## config.mk

```make
export PLATFORM = sky130hd
export DESIGN_NAME = noise_gate
export DESIGN_NICKNAME = d
export VERILOG_FILES = /design/src/rtl/noise_gate.sv
export SDC_FILE = /design/constraint.sdc
export NUM_CORES = 1
export LEC_CHECK = 0
export ABC_AREA = 1
export BUFFER_PORTS_ARGS = -buffer_cell sky130_fd_sc_hd__buf_2
export CAP_MARGIN = 20
export CELL_PAD_IN_SITES_DETAIL_PLACEMENT = 0
export CELL_PAD_IN_SITES_GLOBAL_PLACEMENT = 1
export CORE_MARGIN = 3
export CORE_UTILIZATION = 43
export CTS_BUF_LIST = sky130_fd_sc_hd__clkbuf_16
export CTS_CLUSTER_SIZE = 40
export DETAILED_ROUTE_END_ITERATION = 6
export PLACE_DENSITY_LB_ADDON = 0.05
export SYNTH_ARGS = -nofsm -noshare
export SYNTH_HDL_FRONTEND = slang
export SYNTH_SLANG_ARGS = --single-unit
```

## constraint.sdc

```tcl
create_clock -name CLK -period 8.4 [get_ports CLK]
set_input_delay 0.42 -clock CLK [delete_from_list [all_inputs] [get_ports CLK]]
set_output_delay 0.42 -clock CLK [all_outputs]
set_load 0.05 [all_outputs]
```

## src/rtl/noise_gate.sv

```systemverilog
// -----------------------------------------------------------------------------
// noise_gate
//
// Input-side noise gate that sits directly ahead of the distortion stage. It
// keeps a decaying peak envelope of the incoming signed samples. A
// CLOSED/ATTACK/OPEN/HOLD/RELEASE state machine drives a 9-bit gain, where 256
// means unity. The ramped gain is applied to each sample, so pickup hiss and
// hum are removed before the distortion stage can amplify them.
//
// Latency is fixed at two cycles from the input strobe to the output strobe:
//   cycle n   : audio_ready=1, x is captured
//   cycle n+1 : envelope, state, gain and hold counter update; y is computed
//   cycle n+2 : y / y_ready / indicator are presented
//
// Ports
//   CLK         in   clock
//   rst         in   synchronous active-high reset (wins over everything)
//   en          in   1 = gate active, 0 = bypass (y = x, gate parked OPEN)
//   x           in   signed input sample
//   audio_ready in   one-cycle strobe, x valid
//   y           out  gated signed sample (holds between strobes)
//   y_ready     out  one-cycle strobe, y valid
//   indicator   out  1 when the gain applied to y is non-zero
//
// Optional build macro NOISE_GATE_DEBUG_EN adds two more outputs:
//   env_out     out  envelope after the latest sample update
//   state_out   out  gate state (CLOSED=0 ATTACK=1 OPEN=2 HOLD=3 RELEASE=4)
// -----------------------------------------------------------------------------
module noise_gate #(
  parameter int                    DATA_WIDTH   = 32,
  parameter logic [DATA_WIDTH-1:0] THRESH_OPEN  = 32'h00080000,
  parameter logic [DATA_WIDTH-1:0] THRESH_CLOSE = 32'h00040000,
  parameter logic [15:0]           HOLD_SAMPLES = 16'd4800,
  parameter logic [8:0]            ATTACK_STEP  = 9'd32,
  parameter logic [8:0]            RELEASE_STEP = 9'd1,
  parameter int                    DECAY_SHIFT  = 10
) (
  input  logic                  CLK,
  input  logic                  rst,
  input  logic                  en,
  input  logic [DATA_WIDTH-1:0] x,
  input  logic                  audio_ready,
`ifdef NOISE_GATE_DEBUG_EN
  output logic [DATA_WIDTH-1:0] env_out,
  output logic [2:0]            state_out,
`endif
  output logic [DATA_WIDTH-1:0] y,
  output logic                  y_ready,
  output logic                  indicator
);

  typedef enum logic [2:0] {
    ST_CLOSED  = 3'd0,
    ST_ATTACK  = 3'd1,
    ST_OPEN    = 3'd2,
    ST_HOLD    = 3'd3,
    ST_RELEASE = 3'd4
  } gate_state_t;

  localparam logic [8:0] GAIN_UNITY = 9'd256;

  // Magnitude with the most-negative code clamped to the largest positive value.
  function automatic logic [DATA_WIDTH-1:0] abs_sat(input logic [DATA_WIDTH-1:0] v);
    logic [DATA_WIDTH-1:0] most_neg;
    logic [DATA_WIDTH-1:0] r;
    most_neg = {1'b1, {(DATA_WIDTH-1){1'b0}}};
    if (v == most_neg) begin
      r = {1'b0, {(DATA_WIDTH-1){1'b1}}};
    end else if (v[DATA_WIDTH-1]) begin
      r = ~v + {{(DATA_WIDTH-1){1'b0}}, 1'b1};
    end else begin
      r = v;
    end
    return r;
  endfunction

  // Capture stage
  logic [DATA_WIDTH-1:0] x_cap_r;
  logic                  en_cap_r;
  logic                  vld_cap_r;

  // Gate state
  gate_state_t           state_r;
  gate_state_t           state_next_s;
  logic [DATA_WIDTH-1:0] env_r;
  logic [8:0]            gain_r;
  logic [15:0]           hold_cnt_r;

  // Output registers
  logic [DATA_WIDTH-1:0] y_r;
  logic                  y_ready_r;
  logic                  indicator_r;

  // Combinational datapath
  logic [DATA_WIDTH-1:0] absx_s;
  logic [DATA_WIDTH-1:0] decayed_s;
  logic [DATA_WIDTH-1:0] env_next_s;
  logic                  open_hit_s;
  logic                  close_hit_s;
  logic [9:0]            gain_sum_s;
  logic [8:0]            gain_up_s;
  logic [8:0]            gain_dn_s;
  logic [8:0]            gain_next_s;
  logic [15:0]           hold_next_s;
  logic signed [DATA_WIDTH+9:0] x_ext_s;
  logic signed [DATA_WIDTH+9:0] g_ext_s;
  logic signed [DATA_WIDTH+9:0] prod_s;
  logic [DATA_WIDTH-1:0] y_next_s;

  // Envelope follower and the saturating gain-ramp arithmetic.
  always_comb begin
    absx_s    = abs_sat(x_cap_r);
    decayed_s = env_r - (env_r >> DECAY_SHIFT);
    if (absx_s > decayed_s) begin
      env_next_s = absx_s;
    end else begin
      env_next_s = decayed_s;
    end
    open_hit_s  = (env_next_s >= THRESH_OPEN);
    close_hit_s = (env_next_s < THRESH_CLOSE);

    gain_sum_s = {1'b0, gain_r} + {1'b0, ATTACK_STEP};
    if (gain_sum_s >= {1'b0, GAIN_UNITY}) begin
      gain_up_s = GAIN_UNITY;
    end else begin
      gain_up_s = gain_sum_s[8:0];
    end

    if (gain_r > RELEASE_STEP) begin
      gain_dn_s = gain_r - RELEASE_STEP;
    end else begin
      gain_dn_s = 9'd0;
    end
  end

  // Next-state logic; evaluated against the envelope including this sample.
  always_comb begin
    state_next_s = state_r;
    if (!en_cap_r) begin
      state_next_s = ST_OPEN;
    end else begin
      case (state_r)
        ST_CLOSED: begin
          if (open_hit_s) begin
            state_next_s = (gain_up_s == GAIN_UNITY) ? ST_OPEN : ST_ATTACK;
          end else begin
            state_next_s = ST_CLOSED;
          end
        end
        ST_ATTACK: begin
          if (close_hit_s) begin
            state_next_s = ST_RELEASE;
          end else if (gain_up_s == GAIN_UNITY) begin
            state_next_s = ST_OPEN;
          end else begin
            state_next_s = ST_ATTACK;
          end
        end
        ST_OPEN: begin
          if (close_hit_s) begin
            state_next_s = ST_HOLD;
          end else begin
            state_next_s = ST_OPEN;
          end
        end
        ST_HOLD: begin
          // A count of 1 reaches zero on this sample; a count of 0 means
          // HOLD_SAMPLES was zero and we leave on the first HOLD sample.
          if (open_hit_s) begin
            state_next_s = ST_OPEN;
          end else if (hold_cnt_r <= 16'd1) begin
            state_next_s = ST_RELEASE;
          end else begin
            state_next_s = ST_HOLD;
          end
        end
        ST_RELEASE: begin
          if (open_hit_s) begin
            state_next_s = (gain_up_s == GAIN_UNITY) ? ST_OPEN : ST_ATTACK;
          end else if (gain_dn_s == 9'd0) begin
            state_next_s = ST_CLOSED;
          end else begin
            state_next_s = ST_RELEASE;
          end
        end
        default: begin
          state_next_s = ST_CLOSED;
        end
      endcase
    end
  end

  // Gain, hold counter and gated sample for the sample in the capture stage.
  always_comb begin
    gain_next_s = gain_r;
    hold_next_s = hold_cnt_r;
    if (!en_cap_r) begin
      gain_next_s = GAIN_UNITY;
      hold_next_s = 16'd0;
    end else begin
      case (state_r)
        ST_CLOSED: begin
          hold_next_s = 16'd0;
          if (open_hit_s) begin
            gain_next_s = gain_up_s;
          end else begin
            gain_next_s = 9'd0;
          end
        end
        ST_ATTACK: begin
          // Losing the signal mid-attack freezes the gain for this sample.
          if (close_hit_s) begin
            gain_next_s = gain_r;
          end else begin
            gain_next_s = gain_up_s;
          end
        end
        ST_OPEN: begin
          gain_next_s = GAIN_UNITY;
          if (close_hit_s) begin
            hold_next_s = HOLD_SAMPLES;
          end else begin
            hold_next_s = hold_cnt_r;
          end
        end
        ST_HOLD: begin
          gain_next_s = GAIN_UNITY;
          if (open_hit_s || (hold_cnt_r <= 16'd1)) begin
            hold_next_s = 16'd0;
          end else begin
            hold_next_s = hold_cnt_r - 16'd1;
          end
        end
        ST_RELEASE: begin
          // Re-attack resumes from the current gain, so no jump to zero.
          if (open_hit_s) begin
            gain_next_s = gain_up_s;
          end else begin
            gain_next_s = gain_dn_s;
          end
        end
        default: begin
          gain_next_s = 9'd0;
          hold_next_s = 16'd0;
        end
      endcase
    end

    // Signed x times non-negative gain. A gain of at most 256 keeps the
    // result of the >>> 8 inside DATA_WIDTH, so the truncation is exact.
    x_ext_s  = {{10{x_cap_r[DATA_WIDTH-1]}}, x_cap_r};
    g_ext_s  = {{(DATA_WIDTH+1){1'b0}}, gain_next_s};
    prod_s   = x_ext_s * g_ext_s;
    y_next_s = DATA_WIDTH'(prod_s >>> 8);
  end

  // Pipeline, gate state and output registers; rst clears everything.
  always_ff @(posedge CLK) begin
    if (rst) begin
      x_cap_r     <= {DATA_WIDTH{1'b0}};
      en_cap_r    <= 1'b0;
      vld_cap_r   <= 1'b0;
      state_r     <= ST_CLOSED;
      env_r       <= {DATA_WIDTH{1'b0}};
      gain_r      <= 9'd0;
      hold_cnt_r  <= 16'd0;
      y_r         <= {DATA_WIDTH{1'b0}};
      y_ready_r   <= 1'b0;
      indicator_r <= 1'b0;
    end else begin
      vld_cap_r <= audio_ready;
      if (audio_ready) begin
        x_cap_r  <= x;
        en_cap_r <= en;
      end
      y_ready_r <= vld_cap_r;
      if (vld_cap_r) begin
        state_r     <= state_next_s;
        env_r       <= env_next_s;
        gain_r      <= gain_next_s;
        hold_cnt_r  <= hold_next_s;
        y_r         <= y_next_s;
        indicator_r <= (gain_next_s != 9'd0);
      end
    end
  end

`ifdef NOISE_GATE_DEBUG_EN
  logic [DATA_WIDTH-1:0] env_out_r;
  logic [2:0]            state_out_r;

  // Debug view of envelope and state, updated with the gate state.
  always_ff @(posedge CLK) begin
    if (rst) begin
      env_out_r   <= {DATA_WIDTH{1'b0}};
      state_out_r <= 3'd0;
    end else if (vld_cap_r) begin
      env_out_r   <= env_next_s;
      state_out_r <= state_next_s;
    end
  end

  assign env_out   = env_out_r;
  assign state_out = state_out_r;
`endif

  assign y         = y_r;
  assign y_ready   = y_ready_r;
  assign indicator = indicator_r;

endmodule
```

==> impl_metrics.env, run 1 <==
export IMPL_timing_final_hold_violations=0
export IMPL_synth_seq_cells=128
export IMPL_cts_buffers=17
export IMPL_synth_xor_area_share_pct=2.89
export IMPL_period_share_pct=109
export IMPL_fin_worst_skew_ns=0.0162
export IMPL_nNetsFinal=3949
export IMPL_cts_buffer_depth=2
export IMPL_synthMuxAreaShare_pct=0
export IMPL_p_leak_nw=14.7
export IMPL_yosysWarnings=0
export IMPL_hold_depth=3
export IMPL_min_path_type="input pin to flip-flop"
export IMPL_timing_final_ws_setup_ns=-0.765
export IMPL_chipHeight_um=220
export IMPL_vias=21600
export IMPL_grt_total_usage_pct=31.5
export IMPL_drv_slew=0
export IMPL_setup_tns_ns=-15.16
export IMPL_drive_gt1_share_pct=39.0
export IMPL_place_hpwl_um=57600
export IMPL_cts_tree="built"
export IMPL_first_iter_violations=1501
export IMPL_worstHoldStart="x[28]"
export IMPL_dieArea_mm2=0.0485
export IMPL_synthCells=2920
export IMPL_cp_slowest_cell="fa_1"
export IMPL_ioPinCount=70
export IMPL_slew_headroom_pct=28.5
export IMPL_slowest_delay_ns=0.58
export IMPL_post_drt_wl_per_cell_um=18.4
export IMPL_postSynth_asyncResetShare_pct=0
export IMPL_finalPower_mw=5.71
export IMPL_layout_commonest_cell="buf_4"
export IMPL_rr_startpoint="env_r[14]"
export IMPL_grt_pass1_wl_um=118000
export IMPL_crit_type="flip-flop to flip-flop"
export IMPL_synth_ff_type="dfxtp_1"
export IMPL_reg2reg_to="y[27]"
export IMPL_fillerInstances=3953
export IMPL_worstMarginPinSlew_ns=1.06
export IMPL_max_clock_freq_ghz=0.109
export IMPL_synth_compound_area_share_pct=12.3
export IMPL_synth_top_area_cell="fa_1"
export IMPL_gp_routability_congestion=0.933
export IMPL_yosys_area_share_simple_pct=27.6
export IMPL_status="complete, but fails checks"
export IMPL_synth_area_leaders="fa_1 (23%), dfxtp_1 (13%), nand2_1 (13%), inv_1 (9.6%), ha_1 (9.1%)"
export IMPL_utilization_pct=65.1
export IMPL_arrival_ns=9.56
export IMPL_reg2reg_depth=54
export IMPL_grt_pass1_vias=21700
export IMPL_port_buffers=69
export IMPL_rsz0062_at_grt="true"
export IMPL_synth_adder_area_share_pct=32.1
export IMPL_synthDistinctLibCells=60
export IMPL_ant_nets=0
export IMPL_n_antenna_cell=0
export IMPL_violations="negative setup slack"
export IMPL_reg2reg_slack_ns=-0.76
export IMPL_crit_path_max_fanout=4
export IMPL_antenna_found_initial=0
export IMPL_required_ns=8.80
export IMPL_cts_sinks=128
export IMPL_htreeDepth=4
export IMPL_syn_to_final_growth_pct=47.9
export IMPL_root_buffer="clkbuf_16"
export IMPL_grt_max_degree=73
export IMPL_powerDensity_mw_per_mm2=196
export IMPL_start_util_pct=44.0
export IMPL_min_to="x_cap_r[28]"
export IMPL_drcViolationCount=0
export IMPL_postSynthAreaPerCell_um2=6.76
export IMPL_insertion_delay_ns=0.51
export IMPL_first_pass_iters=5
export IMPL_core_mm2=0.0448
export IMPL_vias_per_cell=5.21
export IMPL_syn_area_mm2=0.0197
export IMPL_postCtsHoldBufs=0
export IMPL_yosys_area_top_type_share_pct=23.0
export IMPL_die_x_um=220
export IMPL_synth_edf_count=0
export IMPL_synth_top_family_by_area="adder cells"
export IMPL_finalSetupViolations=31
export IMPL_yosysSeqAreaShare_pct=13.0
export IMPL_cp_start_kind="flip-flop"
export IMPL_layout_common_cells="buf_4 (558), nand2_1 (508), inv_1 (423)"
export IMPL_fin_crit_ns=9.16
export IMPL_ir_worst_vdd_uv=320
export IMPL_endpoint_kind="flip-flop"
export IMPL_syn_num_nets=3326
export IMPL_rows=77
export IMPL_totalWireLength_um=76500
export IMPL_maxCapViolations=0
export IMPL_clk_pin_slew_worst_paths_ns=0.07
export IMPL_grt_overflow=0
cell type report:
| type | count | area (um^2) | share of cell area, % |
|---|---|---|---|
| multi-input cells | 2171 | 17500 | 59.9 |
| clock inverters | 15 | 160 | 0.549 |
| clock buffers | 17 | 425 | 1.46 |
| flip-flops and latches | 128 | 2600 | 8.92 |
| inverters | 523 | 2010 | 6.87 |
| repair buffers | 702 | 5780 | 19.8 |
| well taps | 592 | 741 | 2.54 |
through the flow:
stage | cell area [um^2] | hold slack [ns] | cells | setup slack, ns
after floorplan | 19800 | 0.445 | 2920 | 0.0147
after global placement | 24500 | 0.460 | 4001 | -1.02
after CTS | 28100 | 0.176 | 4120 | -0.554
after global routing | 29200 | 0.205 | 4148 | -1.10
after detailed placement | 24500 | 0.463 | 4001 | -1.16
final | 29200 | 0.210 | 4148 | -0.765
state kept, by name, summed over array words and instances, names as in the netlist:
| signal | cells |
|---|---|
| state_r | 3 |
| x_cap_r | 32 |
| vld_cap_r | 1 |
| hold_cnt_r | 16 |
| env_r | 32 |
| en_cap_r | 1 |
| y | 32 |
| indicator | 1 |
| gain_r | 9 |
| y_ready | 1 |
cell usage after synthesis, drive strengths merged (3+ instances only):
library cell / instances
nand2: 688
inv: 520
nor2: 403
fa: 227
a21oi: 223
o21ai: 165
ha: 143
dfxtp: 128
nand3: 121
clkbuf: 65
xnor2: 37
buf: 33
nand4: 31
xor2: 28
nor3: 22
a31oi: 19
o21a: 11
o211ai: 7
and3: 6
a21o: 4
nand3b: 4
nor4: 4
a211oi: 3
clkinv: 3
o221ai: 3
or2: 3
logic make-up (layout without fill, tap and decap cells):
kind of cell | after synthesis | in the layout
adders and majority gates | 370 | 370
buffers and inverters | 621 | 1257
xor gates and xnor gates | 65 | 65
AOI/OAI and AO/OA | 449 | 449
and+or+nand+nor | 1287 | 1287
DFF | 128 | 128
routing by layer:
metal	wire (um)	track usage, %	vias to the layer above
li1	-	-	10300
met1	34900	44.7	10400
met2	34100	48.2	705
met3	5390	6.17	123
met4	2030	10.3	0
met5	0	0	-
worst max-delay path: cells and delay by family, from the launching register on:
family | cells | cell delay (ns)
AO/OA/AOI/OAI | 7 | 0.89
AND/OR/NAND/NOR | 24 | 2.52
adder cells (fa/ha/maj) | 8 | 3.49
buffers and inverters | 15 | 1.74
flip-flops | 1 | 0.36
power breakdown:
part           internal, mW  total (mW)  switching, mW
Sequential            0.675       0.739         0.0640
Clock                 0.396       0.789          0.393
Combinational          1.93        4.19           2.26
Total                  3.00        5.71           2.72
worst max path at each step:
stage,from,end,slack [ns],cells after the start
6_report,env_r[14],y[27],-0.76,54
5_1_grt,env_r[13],y[27],-1.10,57
3_3_place_gp,env_r[14],y[27],-1.02,55
4_1_cts,env_r[15],y[27],-0.55,58
2_1_floorplan,env_r[10],y[31],0.01,55
3_5_place_dp,env_r[16],y[27],-1.16,54
what timing repair did:
item	CTS	global route
buffers inserted	80	30
gates cloned	9	3
gates resized for setup	498	251
endpoints found under the setup margin	32	32
pin swaps	167	154
No activity file was read; power rests on OpenSTA's default activity.
==> inputs of run 2 (changes only) <==
--- a/config.mk
+++ b/config.mk
@@ -13,9 +13,11 @@
 export CORE_MARGIN = 3
 export CORE_UTILIZATION = 43
 export CTS_BUF_LIST = sky130_fd_sc_hd__clkbuf_16
+export CTS_CLUSTER_DIAMETER = 80
 export CTS_CLUSTER_SIZE = 40
 export DETAILED_ROUTE_END_ITERATION = 6
 export PLACE_DENSITY_LB_ADDON = 0.05
+export SKIP_LAST_GASP = 1
 export SYNTH_ARGS = -nofsm -noshare
 export SYNTH_HDL_FRONTEND = slang
 export SYNTH_SLANG_ARGS = --single-unit
==> run 2 against run 1 <==
Against the previous run:
- the run still ends with negative setup slack left
- clock power about the same
- first-iteration DRC count up 4.6%
- maximum frequency down 0.45%
- worst setup slack worse by 0.042 ns
- cell area up 0.77%
- global-route usage down 0.11 points
- register-to-register slack worse by 0.04 ns
- sequential power about the same
- power up 5.1%
- critical path type unchanged
- critical endpoint is now y[11]
- largest cell class unchanged
==> impl_metrics.env, run 2 (synthesized netlist as in run 1, its figures left out) <==
export IMPL_ioPinCount=70
export IMPL_n_antenna_cell=0
export IMPL_dieArea_mm2=0.0485
export IMPL_cts_sinks=128
export IMPL_fin_crit_ns=9.21
export IMPL_layout_commonest_cell="buf_4"
export IMPL_cts_buffer_depth=2
export IMPL_cts_buffers=17
export IMPL_core_mm2=0.0448
export IMPL_insertion_delay_ns=0.51
export IMPL_vias_per_cell=5.20
export IMPL_grt_total_usage_pct=31.4
export IMPL_antenna_found_initial=0
export IMPL_grt_pass1_vias=21600
export IMPL_crit_type="flip-flop to flip-flop"
export IMPL_met1Wirelength_um=35100
export IMPL_port_buffers=69
export IMPL_ir_worst_vdd_uv=323
export IMPL_vias=21600
export IMPL_die_x_um=220
export IMPL_grt_pass1_wl_um=117000
export IMPL_cp_start_kind="flip-flop"
export IMPL_rows=77
export IMPL_htreeDepth=4
export IMPL_crit_path_max_fanout=8
export IMPL_drcViolationCount=0
export IMPL_drive_gt1_share_pct=40.0
export IMPL_layout_common_cells="buf_4 (554), nand2_1 (477), inv_1 (420)"
export IMPL_wl_met3_um=4910
export IMPL_arrival_ns=9.58
export IMPL_p_leak_nw=14.7
export IMPL_slew_headroom_pct=28.2
export IMPL_rsz0062_at_grt="true"
export IMPL_grt_max_degree=73
export IMPL_status="complete, but fails checks"
export IMPL_max_clock_freq_ghz=0.109
export IMPL_timing_final_ws_setup_ns=-0.806
export IMPL_maxCapViolations=0
export IMPL_syn_to_final_growth_pct=49.0
export IMPL_finalSetupViolations=32
export IMPL_powerDensity_mw_per_mm2=204
export IMPL_setup_tns_ns=-17.94
export IMPL_grt_overflow=0
export IMPL_gp_routability_congestion=0.933
export IMPL_root_buffer="clkbuf_16"
export IMPL_dp_slack_ns=-1.16
export IMPL_totalWireLength_um=76100
export IMPL_first_pass_iters=5
export IMPL_endpoint_kind="flip-flop"
export IMPL_slowest_delay_ns=0.61
export IMPL_first_iter_violations=1570
export IMPL_min_path_type="input pin to flip-flop"
export IMPL_drv_slew=0
export IMPL_clk_pin_slew_worst_paths_ns=0.07
export IMPL_post_drt_wl_per_cell_um=18.3
export IMPL_ant_nets=0
export IMPL_violations="negative setup slack"
export IMPL_period_share_pct=110
export IMPL_highest_layer="met4"
export IMPL_worstMarginPinSlew_ns=1.07
export IMPL_cp_slowest_cell="fa_1"
export IMPL_timing_final_hold_violations=0
export IMPL_route_met2_wl_um=34100
export IMPL_fin_worst_skew_ns=0.0206
export IMPL_cts_tree="built"
export IMPL_required_ns=8.77
export IMPL_place_hpwl_um=57600
export IMPL_nNetsFinal=3951
export IMPL_start_util_pct=44.0
export IMPL_chipHeight_um=220
run 2: changes by cell type in the layout (fill, tap and decap cells not counted), moves of 4 or more:
cell     delta
nand2_1    -31
nand2_2    +21
nand2_4     +9
nor2_2      -8
buf_6       +6
ha_1        -6
ha_4        +6
nor2_1      +6
a21oi_1     -4
buf_4       -4
run 2: layer usage:
| layer | vias to the layer above | global-route usage [%] |
|---|---|---|
| li1 | 10400 | - |
| met1 | 10400 | 44.6 |
| met2 | 660 | 48.2 |
| met3 | 127 | 5.96 |
| met4 | 0 | 10.0 |
| met5 | - | 0 |
run 2: timing repair:
action	in CTS	in global routing
hold buffers	0	0
buffers inserted	80	33
cloned	9	1
gates resized for setup	456	358
pin swaps	156	190
endpoints found under the setup margin	32	32
run 2: final cells by class:
| class | count | area, um^2 |
|---|---|---|
| Multi-Input combinational cell | 2171 | 17700 |
| Fill cell | 3921 | 15400 |
| Timing Repair Buffer | 704 | 5800 |
| Sequential cell | 128 | 2610 |
| Inverter | 523 | 2010 |
| Tap cell | 592 | 741 |
| Clock buffer | 17 | 425 |
| Clock inverter | 15 | 160 |
run 2: where the power goes:
| group | switching [mW] | total (mW) | internal (mW) | leakage, nW |
|---|---|---|---|---|
| clock | 0.390 | 0.786 | 0.396 | 0.284 |
| sequential | 0.0644 | 0.740 | 0.676 | 1.06 |
| combinational | 2.42 | 4.48 | 2.06 | 13.4 |
run 2: stage by stage:
| stage | utilization (%) | hold slack (ns) | instances | area, um^2 | total power, mW |
|---|---|---|---|---|---|
| floorplan | - | 0.445 | 2920 | 19800 | 2.48 |
| global placement | 54.6 | 0.460 | 4001 | 24500 | 3.88 |
| detailed placement | 54.6 | 0.463 | 4001 | 24500 | 3.91 |
| CTS | 62.3 | 0.176 | 4120 | 27900 | 5.42 |
| global route | 65.6 | 0.206 | 4150 | 29400 | 6.42 |
| finish | 65.6 | 0.210 | 4150 | 29400 | 6.01 |
run 2: worst max-delay path, delay by kind of cell, from the launching register on:
family | cells | cell delay (ns)
compound gates | 6 | 0.93
xor+xnor | 1 | 0.13
fa+ha+maj | 8 | 3.41
buf+inv | 17 | 2.03
flops | 1 | 0.36
simple gates | 23 | 2.14
run 2: path summary, 6_finish.rpt:
kind / from / slack, ns / to / cells after the start
max: env_r[14] / -0.81 / y[11] / 55
min: x[28] / 0.21 / x_cap_r[28] / 3
max reg2reg: env_r[14] / -0.81 / y[11] / 55
min reg2reg: hold_cnt_r[8] / 0.49 / hold_cnt_r[8] / 2
